[src/rtl/instr_reader_if.sv]
// Instruction-register types plus the reader's handshake/bus interface.
// Latency: n/a (declarations only).
// Backpressure: n/a; out_valid/out_ready defined here are honoured by instr_reader.

package instr_register_pkg;
  localparam int REG_DEPTH = 32;

  typedef enum logic [3:0] {
    ZERO,
    PASSA,
    PASSB,
    ADD,
    SUB,
    MULT,
    DIV,
    MOD
  } opcode_t;

  typedef logic signed [31:0]            operand_t;
  typedef logic signed [63:0]            result_t;
  typedef logic [$clog2(REG_DEPTH)-1:0]  address_t;

  typedef struct packed {
    opcode_t  opc;
    operand_t op_a;
    operand_t op_b;
    result_t  result;
  } instruction_t;
endpackage

interface instr_reader_if;
  import instr_register_pkg::*;

  // sweep control
  logic         start;
  address_t     start_addr;
  logic [5:0]   count;
  logic         abort;
  // register read port
  address_t     read_pointer;
  instruction_t instruction_word;
  // output stream
  logic         out_valid;
  logic         out_ready;
  instruction_t out_word;
  address_t     out_index;
  // status
  logic         busy;
  logic         done;

  // Reader side: drives the register address and the output stream.
  modport master (
    input  start, start_addr, count, abort, instruction_word, out_ready,
    output read_pointer, out_valid, out_word, out_index, busy, done
  );

  // Environment side: issues sweeps, serves the register read, sinks beats.
  modport slave (
    output start, start_addr, count, abort, instruction_word, out_ready,
    input  read_pointer, out_valid, out_word, out_index, busy, done
  );
endinterface

[src/rtl/instr_reader.sv]
// Sweeps the instruction register from start_addr over count entries and streams each word out.
// Latency: start -> out_valid after 2 posedges; at most one beat every 2 cycles.
// Backpressure: out_word/out_index/read_pointer hold while out_valid && !out_ready.

module instr_reader
  import instr_register_pkg::*;
#(
  parameter int DEPTH = instr_register_pkg::REG_DEPTH,  // must match address_t range
  parameter int CNT_W = 6                               // must be able to hold DEPTH
) (
  input  logic              clk,
  input  logic              reset,
  instr_reader_if.master    bus
);

  typedef enum logic [1:0] {
    IDLE,
    FETCH,
    SEND
  } state_t;

  localparam instruction_t WORD_RST = '{opc: ZERO, default: '0};
  localparam address_t     LAST_ADDR = address_t'(DEPTH - 1);
  localparam logic [CNT_W-1:0] DEPTH_CNT = CNT_W'(DEPTH);

  state_t             state_q, state_d;
  logic               busy_q, busy_d;
  address_t           read_pointer_q, read_pointer_d;
  logic [CNT_W-1:0]   remaining_q, remaining_d;
  logic               out_valid_q, out_valid_d;
  instruction_t       out_word_q, out_word_d;
  address_t           out_index_q, out_index_d;
  logic               done_q, done_d;

  logic               handshake;
  logic               last_beat;

  assign handshake = out_valid_q && bus.out_ready;
  assign last_beat = (remaining_q == CNT_W'(1));

  // State register; busy is registered alongside so it tracks state exactly.
  always_ff @(posedge clk) begin
    if (reset) begin
      state_q <= IDLE;
      busy_q  <= 1'b0;
    end else begin
      state_q <= state_d;
      busy_q  <= busy_d;
    end
  end

  // Next-state logic; abort overrides everything, including a coincident start.
  always_comb begin
    state_d = state_q;
    case (state_q)
      IDLE: begin
        if (bus.start && !bus.abort) state_d = FETCH;
      end
      FETCH: begin
        state_d = bus.abort ? IDLE : SEND;
      end
      SEND: begin
        if (bus.abort)               state_d = IDLE;
        else if (handshake)          state_d = last_beat ? IDLE : FETCH;
      end
      default: state_d = IDLE;
    endcase
    busy_d = (state_d != IDLE);
  end

  // Datapath/output next values: load on start, capture in FETCH, advance on handshake.
  always_comb begin
    read_pointer_d = read_pointer_q;
    remaining_d    = remaining_q;
    out_valid_d    = out_valid_q;
    out_word_d     = out_word_q;
    out_index_d    = out_index_q;
    done_d         = 1'b0;
    case (state_q)
      IDLE: begin
        if (bus.start && !bus.abort) begin
          read_pointer_d = bus.start_addr;
          // zero and oversize counts both mean a full sweep
          remaining_d    = (bus.count == '0 || bus.count > DEPTH_CNT) ? DEPTH_CNT : bus.count;
        end
      end
      FETCH: begin
        if (!bus.abort) begin
          out_word_d  = bus.instruction_word;
          out_index_d = read_pointer_q;
          out_valid_d = 1'b1;
        end
      end
      SEND: begin
        if (bus.abort) begin
          // a beat accepted in the abort cycle still counts, but the sweep ends silently
          out_valid_d = 1'b0;
        end else if (handshake) begin
          out_valid_d = 1'b0;
          if (last_beat) begin
            done_d = 1'b1;
          end else begin
            remaining_d    = remaining_q - CNT_W'(1);
            read_pointer_d = (read_pointer_q == LAST_ADDR) ? '0 : read_pointer_q + address_t'(1);
          end
        end
      end
      default: out_valid_d = 1'b0;
    endcase
  end

  // Datapath registers with synchronous reset to idle values.
  always_ff @(posedge clk) begin
    if (reset) begin
      read_pointer_q <= '0;
      remaining_q    <= '0;
      out_valid_q    <= 1'b0;
      out_word_q     <= WORD_RST;
      out_index_q    <= '0;
      done_q         <= 1'b0;
    end else begin
      read_pointer_q <= read_pointer_d;
      remaining_q    <= remaining_d;
      out_valid_q    <= out_valid_d;
      out_word_q     <= out_word_d;
      out_index_q    <= out_index_d;
      done_q         <= done_d;
    end
  end

  assign bus.read_pointer = read_pointer_q;
  assign bus.out_valid    = out_valid_q;
  assign bus.out_word     = out_word_q;
  assign bus.out_index    = out_index_q;
  assign bus.busy         = busy_q;
  assign bus.done         = done_q;

endmodule

[src/flat_wrapper.sv]
// flat-port wrapper written by rule: the top's interface ports become plain ports
module instr_reader_flat import instr_register_pkg::*;
#(
  parameter int DEPTH = instr_register_pkg::REG_DEPTH,                               
  parameter int CNT_W = 6                                                            
)
  (clk, reset, bus_start, bus_start_addr, bus_count, bus_abort, bus_instruction_word, bus_out_ready, bus_read_pointer, bus_out_valid, bus_out_word, bus_out_index, bus_busy, bus_done);
  instr_reader_if bus_i ();
  input  logic clk;
  input  logic reset;
  input wire logic [$bits(bus_i.start)-1:0] bus_start;
  input wire logic [$bits(bus_i.start_addr)-1:0] bus_start_addr;
  input wire logic [$bits(bus_i.count)-1:0] bus_count;
  input wire logic [$bits(bus_i.abort)-1:0] bus_abort;
  input wire logic [$bits(bus_i.instruction_word)-1:0] bus_instruction_word;
  input wire logic [$bits(bus_i.out_ready)-1:0] bus_out_ready;
  output wire logic [$bits(bus_i.read_pointer)-1:0] bus_read_pointer;
  output wire logic [$bits(bus_i.out_valid)-1:0] bus_out_valid;
  output wire logic [$bits(bus_i.out_word)-1:0] bus_out_word;
  output wire logic [$bits(bus_i.out_index)-1:0] bus_out_index;
  output wire logic [$bits(bus_i.busy)-1:0] bus_busy;
  output wire logic [$bits(bus_i.done)-1:0] bus_done;
  assign bus_i.start = bus_start;
  assign bus_i.start_addr = bus_start_addr;
  assign bus_i.count = bus_count;
  assign bus_i.abort = bus_abort;
  assign bus_i.instruction_word = bus_instruction_word;
  assign bus_i.out_ready = bus_out_ready;
  assign bus_read_pointer = bus_i.read_pointer;
  assign bus_out_valid = bus_i.out_valid;
  assign bus_out_word = bus_i.out_word;
  assign bus_out_index = bus_i.out_index;
  assign bus_busy = bus_i.busy;
  assign bus_done = bus_i.done;
  instr_reader #(.DEPTH(DEPTH), .CNT_W(CNT_W)) u_core (.clk(clk), .reset(reset), .bus(bus_i));
endmodule
[config.mk]
export PLATFORM = sky130hd
export DESIGN_NAME = instr_reader_flat
export DESIGN_NICKNAME = d
export VERILOG_FILES = /design/src/rtl/instr_reader_if.sv /design/src/rtl/instr_reader.sv /design/src/flat_wrapper.sv
export SDC_FILE = /design/constraint.sdc
export NUM_CORES = 1
export LEC_CHECK = 0
export ABC_CLOCK_PERIOD_IN_PS = 3800
export CAP_MARGIN = 10
export CORE_ASPECT_RATIO = 1.4
export CORE_MARGIN = 1
export CORE_UTILIZATION = 43
export CTS_CLUSTER_DIAMETER = 60
export DETAILED_ROUTE_END_ITERATION = 6
export MAX_ROUTING_LAYER = met4
export PLACE_DENSITY = 0.86
export SLEW_MARGIN = 5
export SYNTH_ARGS = -nofsm -noshare
export SYNTH_HDL_FRONTEND = slang
export SYNTH_SLANG_ARGS = --single-unit
[constraint.sdc]
create_clock -name clk -period 3.8 [get_ports clk]
set_input_delay 0.76 -clock clk [delete_from_list [all_inputs] [get_ports clk]]
set_output_delay 0.76 -clock clk [all_outputs]
set_load 0.005 [all_outputs]
==> results of run 1 <==
==> path summary, 6_finish.rpt <==
check        slack (ns)  cells past startpoint                          to
min reg2reg        0.45                      2     u_core.bus.out_word[26]
max reg2reg        1.98                      4  u_core.bus.read_pointer[2]
min                0.45                      2     u_core.bus.out_word[26]
max                1.55                      5  u_core.bus.read_pointer[2]
==> per-layer routing <==
metal	share of wire (%)	vias to the layer above	GRT usage, %	wire [um]
met2	52	228	44.2	9020
li1	-	2861	-	-
met3	5.3	43	5.38	914
met1	39	2592	27.5	6670
met4	4.1	0	13.4	706
met5	0	-	-	0
==> area by class of cell <==
class	count	area [um^2]
fill	952	3590
sequential	153	3060
timing repair buffer	297	3010
multi-input combinational	500	2320
clock buffer	19	443
tap	153	191
clock inverter	11	171
inverter	7	26.3
==> cell usage after synthesis, types with 3 or more instances <==
master	count
nor2_1	7
nand2_1	281
nand2b_1	3
nor3_1	7
nor3b_1	3
dfxtp_1	153
inv_1	7
buf_2	16
ha_1	4
o32ai_1	4
o21ai_0	5
clkbuf_1	32
a21oi_1	148
o31ai_1	3
nand3_1	3
==> logic make-up after synthesis <==
family,share of synthesized area (%)
xor+xnor,0.312
fa+ha+maj,0.890
simple gates,22.7
flops,54.5
compound gates,17.3
buf+inv,4.29
==> stage by stage <==
step	worst slack, ns	util, %	std cells	hold WS, ns	power (mW)
2_1_floorplan	1.86	-	710	0.453	1.82
3_3_place_gp	1.18	67.2	1110	0.440	2.06
3_5_place_dp	1.14	67.2	1110	0.445	2.07
4_1_cts	1.57	72.0	1140	0.453	3.83
5_1_grt	1.40	72.0	1140	0.464	3.92
6_report	1.55	72.0	1140	0.451	3.80
==> registers in the layout, indices dropped and copies added (netlist names) <==
| register | count |
|---|---|
| u_core.bus.busy | 1 |
| u_core.bus.done | 1 |
| u_core.bus.out_index | 5 |
| u_core.bus.out_valid | 1 |
| u_core.bus.out_word | 132 |
| u_core.bus.read_pointer | 5 |
| u_core.remaining_q | 6 |
| u_core.state_q | 2 |
==> worst register-to-register path, delay by kind of cell (launching register included) <==
family | cells | cell delay (ns)
DFF | 1 | 0.49
and+or+nand+nor | 2 | 0.41
AOI/OAI and AO/OA | 2 | 0.83
==> power by group <==
part,switching (mW),total (mW),internal [mW]
sequential,0.0249,1.67,1.64
clock,0.655,1.77,1.11
combinational,0.141,0.370,0.229
==> cells in the final DEF, fill, tap and decap left out, types with 2 or more instances in the layout <==
master / Yosys / final
and3_1: 2 / 2
buf_12: 0 / 4
clkinv_4: 0 / 2
nand2_1: 281 / 281
a311oi_1: 2 / 2
bufinv_16: 0 / 4
nor3_1: 7 / 7
clkdlybuf4s50_1: 0 / 291
a21oi_1: 148 / 148
nor3b_1: 3 / 2
clkbuf_16: 0 / 17
nor2_2: 2 / 2
nand3_1: 3 / 3
o21ai_0: 5 / 5
nand2b_1: 3 / 3
a211oi_1: 2 / 2
o31ai_1: 3 / 3
inv_1: 7 / 7
or4_1: 2 / 2
buf_4: 0 / 2
nor2_1: 7 / 7
clkinvlp_4: 0 / 2
ha_1: 4 / 4
dfxtp_1: 153 / 153
nor4_1: 2 / 2
o32ai_1: 4 / 4
a22oi_1: 2 / 2
clkinv_2: 0 / 2
==> out/metrics.cfg, run 1 <==
[place]
dpl-instance-area_um2 = 8610
port_buffers = 292
routabilityCongestion = 0.891
dp_hpwl_um = 12100

[route]
drt-pass1-iter-count = 4
first_iter_violations = 225
drc_errors = 0
wl_per_cell_um = 15.2
vias = 5724
routed_wl_um = 17300
ant_nets = 0
routed_via_density = 5.02

[synthesis]
syn_nets = 862
avgSynthCellArea_um2 = 7.92
yosysSeqAreaShare_pct = 54.5
synthArstFlopShare_pct = 0
synth_edf_count = 0
yosys.area.top_type = dfxtp_1
synth.distinct_cells = 42
synth_cells = 710
yosys.area.top_type_share_pct = 54.5
synth.area.top_cells = dfxtp_1 (54%), nand2_1 (19%), a21oi_1 (13%), clkbuf_1 (2.1%), buf_2 (1.4%)
yosys_register_bits = 153
synth.cell_area_um2 = 5620
synth_flop_cell = dfxtp_1
yosysWarnings = 0

[worst_setup_path]
slowest_stage = clkdlybuf4s50_1
cp_slowest_stage_delay_ns = 0.50
endpoint_kind = flop
path_cells = clkdlybuf4s50_1, or2_1, a211oi_4, nor2_2, o32ai_1
critPathLaunchType = input pin
r2r-start = u_core.state_q[1]
cp_max_fo = 10
worstPathRequired_ns = 4.12
cp-startpoint = bus_abort
crit_family = compound AO/OA/AOI/OAI gates
arrival_ns = 2.56
path_class = in -> reg
path_buf_inv = 1

[clock_network]
post_cts.repair.setup_buffers = 0
clkLatencyLatePin_ns = 0.41
cts_hold_buf = 0
clock_path_buffers = 2
cts_tree = yes
root_buffer = clkbuf_16
post_cts_resized = 0
cts_sinks = 153
ctsHtreeMaxLevel = 4
cts.clk_slew.worst_paths_ns = 0.06
numCtsBuffers = 17

[timing]
setup_viol = 0
post-route-min-period_ns = 2.25
post-route-period-util_pct = 59.1
setup_tns_ns = 0
rsz0062_at_grt = false
max_freq_mhz = 445
worstMarginPinSlew_ns = 0.700
skew_ns = 0.0110
max_slew_margin_pct = 53.3
hold_viol = 0
slew_viol_final = 0

[pwr]
p_leak_nw = 3.18
ir_drop_mv = 0.249
power_density_nw_per_um2 = 412

[global_route]
grt-ovfl-total = 0
grt_antenna_before_repair = 0
grt_max_degree = 98
grt_pass1_vias = 5335
grt.total_usage_pct = 25.5
grt_pass1_wl_um = 26200

[die]
start_util_pct = 43.9
die_area_um2 = 13500
core_area_um2 = 12800
num_io_pins = 293
num_rows = 49
die-width_um = 98.6
die_h_um = 137

[run_status]
status = completed

[finish]
drive_gt1_share_pct = 4.46
n_antenna_cell = 0
syn_to_final_growth_pct = 64.1
nets = 1128
fin_area_um2 = 9230

[flow_run]
drv_cap = 0

[worst_hold_path]
hp-class = reg -> reg
hp-start = u_core.bus.out_word[26]

No activity file was read; power rests on OpenSTA's default activity.
==> run 2: changes to the inputs <==
ABC_CLOCK_PERIOD_IN_PS = 1800   (was 3800)
CORE_UTILIZATION = 36   (was 43)
PLACE_DENSITY = 0.77   (was 0.86)
clock period = 1.8 ns   (was 3.8 ns; I/O delays follow)
==> out/metrics.cfg, run 2 (synthesis gave the netlist of run 1 again) <==
[worst_setup_path]
path_class = reg -> out  ; was in -> reg
endpoint_kind = output pin  ; was flop
critPathLaunchType = flop  ; was input pin
arrival_ns = 1.39  ; was 2.56 ns
worstPathRequired_ns = 1.44  ; was 4.12 ns
cp_max_fo = 4  ; was 10

[finish]
final_cell_count_no_fill = 1213  ; was 1140
final_core_utilization_pct = 63.5  ; was 72.0%
layout_commonest_cell = clkdlybuf4s50_1  ; unchanged
largest_register_ffs = 132  ; unchanged
nets = 1160  ; was 1128
drive_gt1_share_pct = 7.64  ; was 4.46%
n_antenna_cell = 0  ; unchanged
syn_to_final_growth_pct = 70.6  ; was 64.1%
final_cell_mix = clkdlybuf4s50_1 (290), nand2_1 (281), dfxtp_1 (152), a21oi_1 (148), buf_4 (28)  ; was clkdlybuf4s50_1 (291), nand2_1 (281), dfxtp_1 (153), a21oi_1 (148), clkbuf_16 (17)

[timing]
skew_ns = 0.00679  ; was 0.0110 ns
max_slew_margin_pct = 75.4  ; was 53.3%
setup_viol = 0  ; unchanged
rsz0062_at_grt = false  ; unchanged
worstMarginPinSlew_ns = 0.366  ; was 0.700 ns
post-route-min-period_ns = 1.75
hold_viol = 0  ; unchanged
max_freq_mhz = 573
slew_viol_final = 0  ; unchanged
post-route-period-util_pct = 97.0

[global_route]
grt_pass1_wl_um = 27100  ; was 26200 um
grt_pass1_vias = 5493  ; was 5335
grt_max_degree = 75  ; was 98
grt-ovfl-total = 0  ; unchanged
grt.total_usage_pct = 22.4  ; was 25.5%
grt_antenna_before_repair = 0  ; unchanged

[route]
vias = 5795  ; was 5724
routed_via_density = 4.78  ; was 5.02
drt-pass1-iter-count = 4  ; unchanged
drc_errors = 0  ; unchanged
routed_wl_um = 17600  ; was 17300 um
first_iter_violations = 273  ; was 225
ant_nets = 0  ; unchanged
wl_per_cell_um = 14.5  ; was 15.2 um

[clock_network]
ctsHtreeMaxLevel = 4  ; unchanged
root_buffer = clkbuf_16  ; unchanged
cts_sinks = 153  ; unchanged
cts_hold_buf = 0  ; unchanged
cts_tree = yes  ; unchanged
clock_path_buffers = 2  ; unchanged
clkLatencyLatePin_ns = 0.42  ; was 0.41 ns
cts.clk_slew.worst_paths_ns = 0.06  ; about the same
numCtsBuffers = 17  ; unchanged

[die]
core_area_um2 = 15100  ; was 12800 um^2
die_h_um = 150  ; was 137 um
num_io_pins = 293  ; unchanged
die_area_um2 = 16100  ; was 13500 um^2
die-width_um = 108  ; was 98.6 um
start_util_pct = 37.2  ; was 43.9%
num_rows = 53  ; was 49

[place]
port_buffers = 292  ; unchanged
dp_cells = 1181  ; was 1110
dp_hpwl_um = 12800  ; was 12100 um
routabilityCongestion = 0.892  ; was 0.891

[pwr]
p_leak_nw = 3.37  ; was 3.18 nW
ir_drop_mv = 0.663  ; was 0.249 mV
power_density_nw_per_um2 = 832  ; was 412 nW/um^2

[run_status]
status = completed  ; unchanged

[worst_hold_path]
hp-class = in -> reg  ; was reg -> reg

[flow_run]
drv_cap = 0  ; unchanged

## run 2: critical path, stage by stage (launching register included)
cell and delay (ns):
dfxtp_1 0.33, buf_4 0.13, clkdlybuf4s50_1 0.50
## run 2: where the power goes
part | leakage, nW | total (mW) | switching [mW] | internal [mW]
Clock | 0.289 | 3.63 | 1.38 | 2.25
Sequential | 1.24 | 3.52 | 0.0503 | 3.47
Combinational | 1.84 | 0.837 | 0.309 | 0.528
## run 2: cell type report
class | count | area (um^2)
Multi-Input combinational cell | 500 | 2330
Clock buffer | 21 | 460
Sequential cell | 153 | 3060
Fill cell | 1308 | 5530
Inverter | 7 | 26.3
Tap cell | 192 | 240
Timing Repair Buffer | 329 | 3330
Clock inverter | 11 | 145
## run 2: worst paths after layout
check | start | end | slack [ns] | depth (start not counted)
min | reset | u_core.bus.out_word[104] | 0.24 | 2
min reg2reg | u_core.bus.out_word[104] | u_core.bus.out_word[104] | 0.45 | 2
max reg2reg | u_core.remaining_q[1] | u_core.remaining_q[5] | 0.19 | 6
max | u_core.bus.read_pointer[1] | bus_read_pointer[1] | 0.05 | 2
## run 2: routing by layer
metal / up-vias / share of wire, % / global-route usage (%)
met5: - / 0 / -
met4: 0 / 1.7 / 7.40
met3: 22 / 6.7 / 6.66
met2: 202 / 54 / 40.3
met1: 2638 / 38 / 23.0
li1: 2933 / - / -
## run 2: stage by stage
step           setup TNS [ns]  hold slack (ns)  power, mW  area, um^2  setup slack (ns)
3_5_place_dp            -3.15            0.446       4.42        8980            -0.136
4_1_cts                     0            0.229       8.06        9580            0.0111
5_1_grt                     0            0.238       8.28        9590            0.0124
3_3_place_gp           -0.505            0.441       4.42        8980           -0.0751
6_report                    0            0.235       7.98        9590            0.0538
2_1_floorplan               0            0.439       3.84        5620             0.251
## run 2: repair_timing
action,4_1_cts,5_1_grt
setup endpoints to repair,0,7
setup buffers,0,0
resized for setup,0,3
==> run 3: changes to the inputs <==
GPL_TIMING_DRIVEN = 0   (was not set)
==> out/metrics.cfg, run 3 (synthesis gave the netlist of run 1 again) <==
[run_status]
status = completed  ; unchanged

[flow_run]
drv_cap = 0  ; unchanged

[timing]
whs_ns = 0.444  ; was 0.235 ns
max_slew_margin_pct = 51.7  ; was 75.4%
hold_viol = 0  ; unchanged
skew_ns = 0.00870  ; was 0.00679 ns
post-route-min-period_ns = 1.72  ; was 1.75 ns
slew_viol_final = 0  ; unchanged
worst_slack_ns = 0.0793  ; was 0.0538 ns
max_freq_mhz = 581  ; was 573 MHz
setup_viol = 0  ; unchanged
worstMarginPinSlew_ns = 0.724  ; was 0.366 ns
post-route-period-util_pct = 95.6  ; was 97.0%
rsz0062_at_grt = false  ; unchanged

[worst_setup_path]
r2r_slack_ns = 0.11  ; was 0.19 ns
crit_family = buffers and inverters  ; unchanged
endpoint_kind = output pin  ; unchanged
r2r-end = u_core.remaining_q[2]  ; was u_core.remaining_q[5]
cp.depth = 1  ; was 2
cp_slowest_stage_delay_ns = 0.54  ; was 0.50 ns
slowest_stage = clkdlybuf4s50_1  ; unchanged
path_cells = clkdlybuf4s50_1  ; was buf_4, clkdlybuf4s50_1
path_class = reg -> out  ; unchanged
reg2regPathDepth = 6  ; unchanged
cp-startpoint = u_core.bus.read_pointer[3]  ; was u_core.bus.read_pointer[1]
cp_max_fo = 5  ; was 4
critPathLaunchType = flop  ; unchanged
arrival_ns = 1.36  ; was 1.39 ns
endpoint = bus_read_pointer[3]  ; was bus_read_pointer[1]
r2r-start = u_core.state_q[0]  ; was u_core.remaining_q[1]
worstPathRequired_ns = 1.44  ; about the same
path_buf_inv = 1  ; was 2

[clock_network]
cts_hold_buf = 0  ; unchanged
ctsHtreeMaxLevel = 4  ; unchanged
clkLatencyLatePin_ns = 0.41  ; was 0.42 ns
cts_sinks = 153  ; unchanged
root_buffer = clkbuf_16  ; unchanged
clock_path_buffers = 2  ; unchanged
cts_tree = yes  ; unchanged
cts.clk_slew.worst_paths_ns = 0.06  ; about the same
numCtsBuffers = 17  ; unchanged

[pwr]
comb_power_share_pct = 10.2  ; was 10.5%
ir_drop_mv = 0.554  ; was 0.663 mV
sw_frac_of_total_pct = 21.7  ; was 21.8%
pwr-share-seq_pct = 44.7  ; was 44.0%
p_leak_nw = 3.29  ; was 3.37 nW
p_int_mw = 6.17  ; was 6.25 mW
power_frac_clock_pct = 45.1  ; was 45.5%
totalPowerFinal_mw = 7.88  ; was 7.98 mW
switchingPower_mw = 1.71  ; was 1.74 mW
power_density_nw_per_um2 = 835  ; was 832 nW/um^2

[global_route]
grt_max_degree = 17  ; was 75
grt_pass1_wl_um = 28400  ; was 27100 um
grt_antenna_before_repair = 0  ; unchanged
grt-ovfl-total = 0  ; unchanged
grt_pass1_vias = 5661  ; was 5493
grt.total_usage_pct = 23.7  ; was 22.4%

[place]
port_buffers = 291  ; was 292
dpl-instance-area_um2 = 8780  ; was 8980 um^2
dp_hpwl_um = 14100  ; was 12800 um
routabilityCongestion = 0.929  ; was 0.892
detailedPlace.worstSlack_ns = -0.697  ; was -0.136 ns
dp_cells = 1193  ; was 1181

[route]
ant_nets = 0  ; unchanged
first_iter_violations = 271  ; was 273
routed_wl_um = 18800  ; was 17600 um
wl_per_cell_um = 15.3  ; was 14.5 um
drc_errors = 0  ; unchanged
routed_via_density = 4.80  ; was 4.78
vias = 5875  ; was 5795
drt-pass1-iter-count = 4  ; unchanged

[finish]
nets = 1173  ; was 1160
n_antenna_cell = 0  ; unchanged
drive_gt1_share_pct = 7.27  ; was 7.64%
filler_cell_count = 1350  ; was 1308
syn_to_final_growth_pct = 67.7  ; was 70.6%
largest_register_ffs = 132  ; unchanged
fin_area_um2 = 9430  ; was 9590 um^2
final_cell_count_no_fill = 1224  ; was 1213
layout_commonest_cell = clkdlybuf4s50_1  ; unchanged
final_cell_mix = clkdlybuf4s50_1 (290), nand2_1 (281), a21oi_1 (148), dfxtp_1 (148), clkbuf_1 (20)  ; was clkdlybuf4s50_1 (290), nand2_1 (281), dfxtp_1 (152), a21oi_1 (148), buf_4 (28)

[die]
die_h_um = 150  ; unchanged
num_io_pins = 293  ; unchanged
start_util_pct = 37.2  ; unchanged
die_area_um2 = 16100  ; unchanged
num_rows = 53  ; unchanged
core_area_um2 = 15100  ; unchanged
die-width_um = 108  ; unchanged

[worst_hold_path]
hp-class = in -> reg  ; unchanged

## run 3: worst min-delay path by stage
stage | depth (start not counted) | start | slack [ns] | endpoint
after floorplan | 1 | bus_abort | 0.44 | u_core.state_q[1]
after global placement | 2 | u_core.bus.out_word[40] | 0.44 | u_core.bus.out_word[40]
after detailed placement | 2 | u_core.bus.out_word[74] | 0.45 | u_core.bus.out_word[74]
after CTS | 2 | bus_abort | 0.38 | u_core.state_q[1]
after global routing | 2 | bus_abort | 0.45 | u_core.state_q[1]
final | 2 | bus_abort | 0.44 | u_core.state_q[1]
## run 3: final cells by class
| type | instances | area, um^2 | area share, % |
|---|---|---|---|
| well taps | 192 | 240 | 2.55 |
| flip-flops and latches | 153 | 3070 | 32.5 |
| clock buffers | 24 | 502 | 5.32 |
| inverters | 7 | 26.3 | 0.279 |
| clock inverters | 6 | 88.8 | 0.942 |
| repair buffers | 292 | 2930 | 31.1 |
| multi-input cells | 500 | 2330 | 24.8 |
| plain buffers | 50 | 239 | 2.53 |
## run 3: routing by layer
layer | vias to the layer above | wire (um) | global-route usage (%)
met5 | - | 0 | -
met4 | 0 | 847 | 12.5
met3 | 56 | 1210 | 6.27
met2 | 226 | 9490 | 40.8
met1 | 2639 | 7220 | 24.6
li1 | 2954 | - | -
## run 3: repair_timing
| item | CTS | global route |
|---|---|---|
| setup buffers | 0 | 1 |
| pin swaps | 0 | 1 |
| setup endpoints to repair | 111 | 138 |
| gates resized for setup | 5 | 34 |
## run 3: power groups by stage
stage | clock (mW) | sequential, mW | combinational (mW)
global placement | 0 | 3.59 | 0.798
finish | 3.55 | 3.52 | 0.807
floorplan | 0 | 3.59 | 0.247
global route | 3.76 | 3.53 | 0.872
detailed placement | 0 | 3.59 | 0.800
CTS | 3.62 | 3.52 | 0.806
## run 3: metrics by stage
stage                     TNS, ns  util [%]
final                           0      62.4
after global routing            0      62.4
after CTS                       0      62.0
after detailed placement   -82.61      58.0
after global placement     -77.63      58.0
after floorplan                 0         -
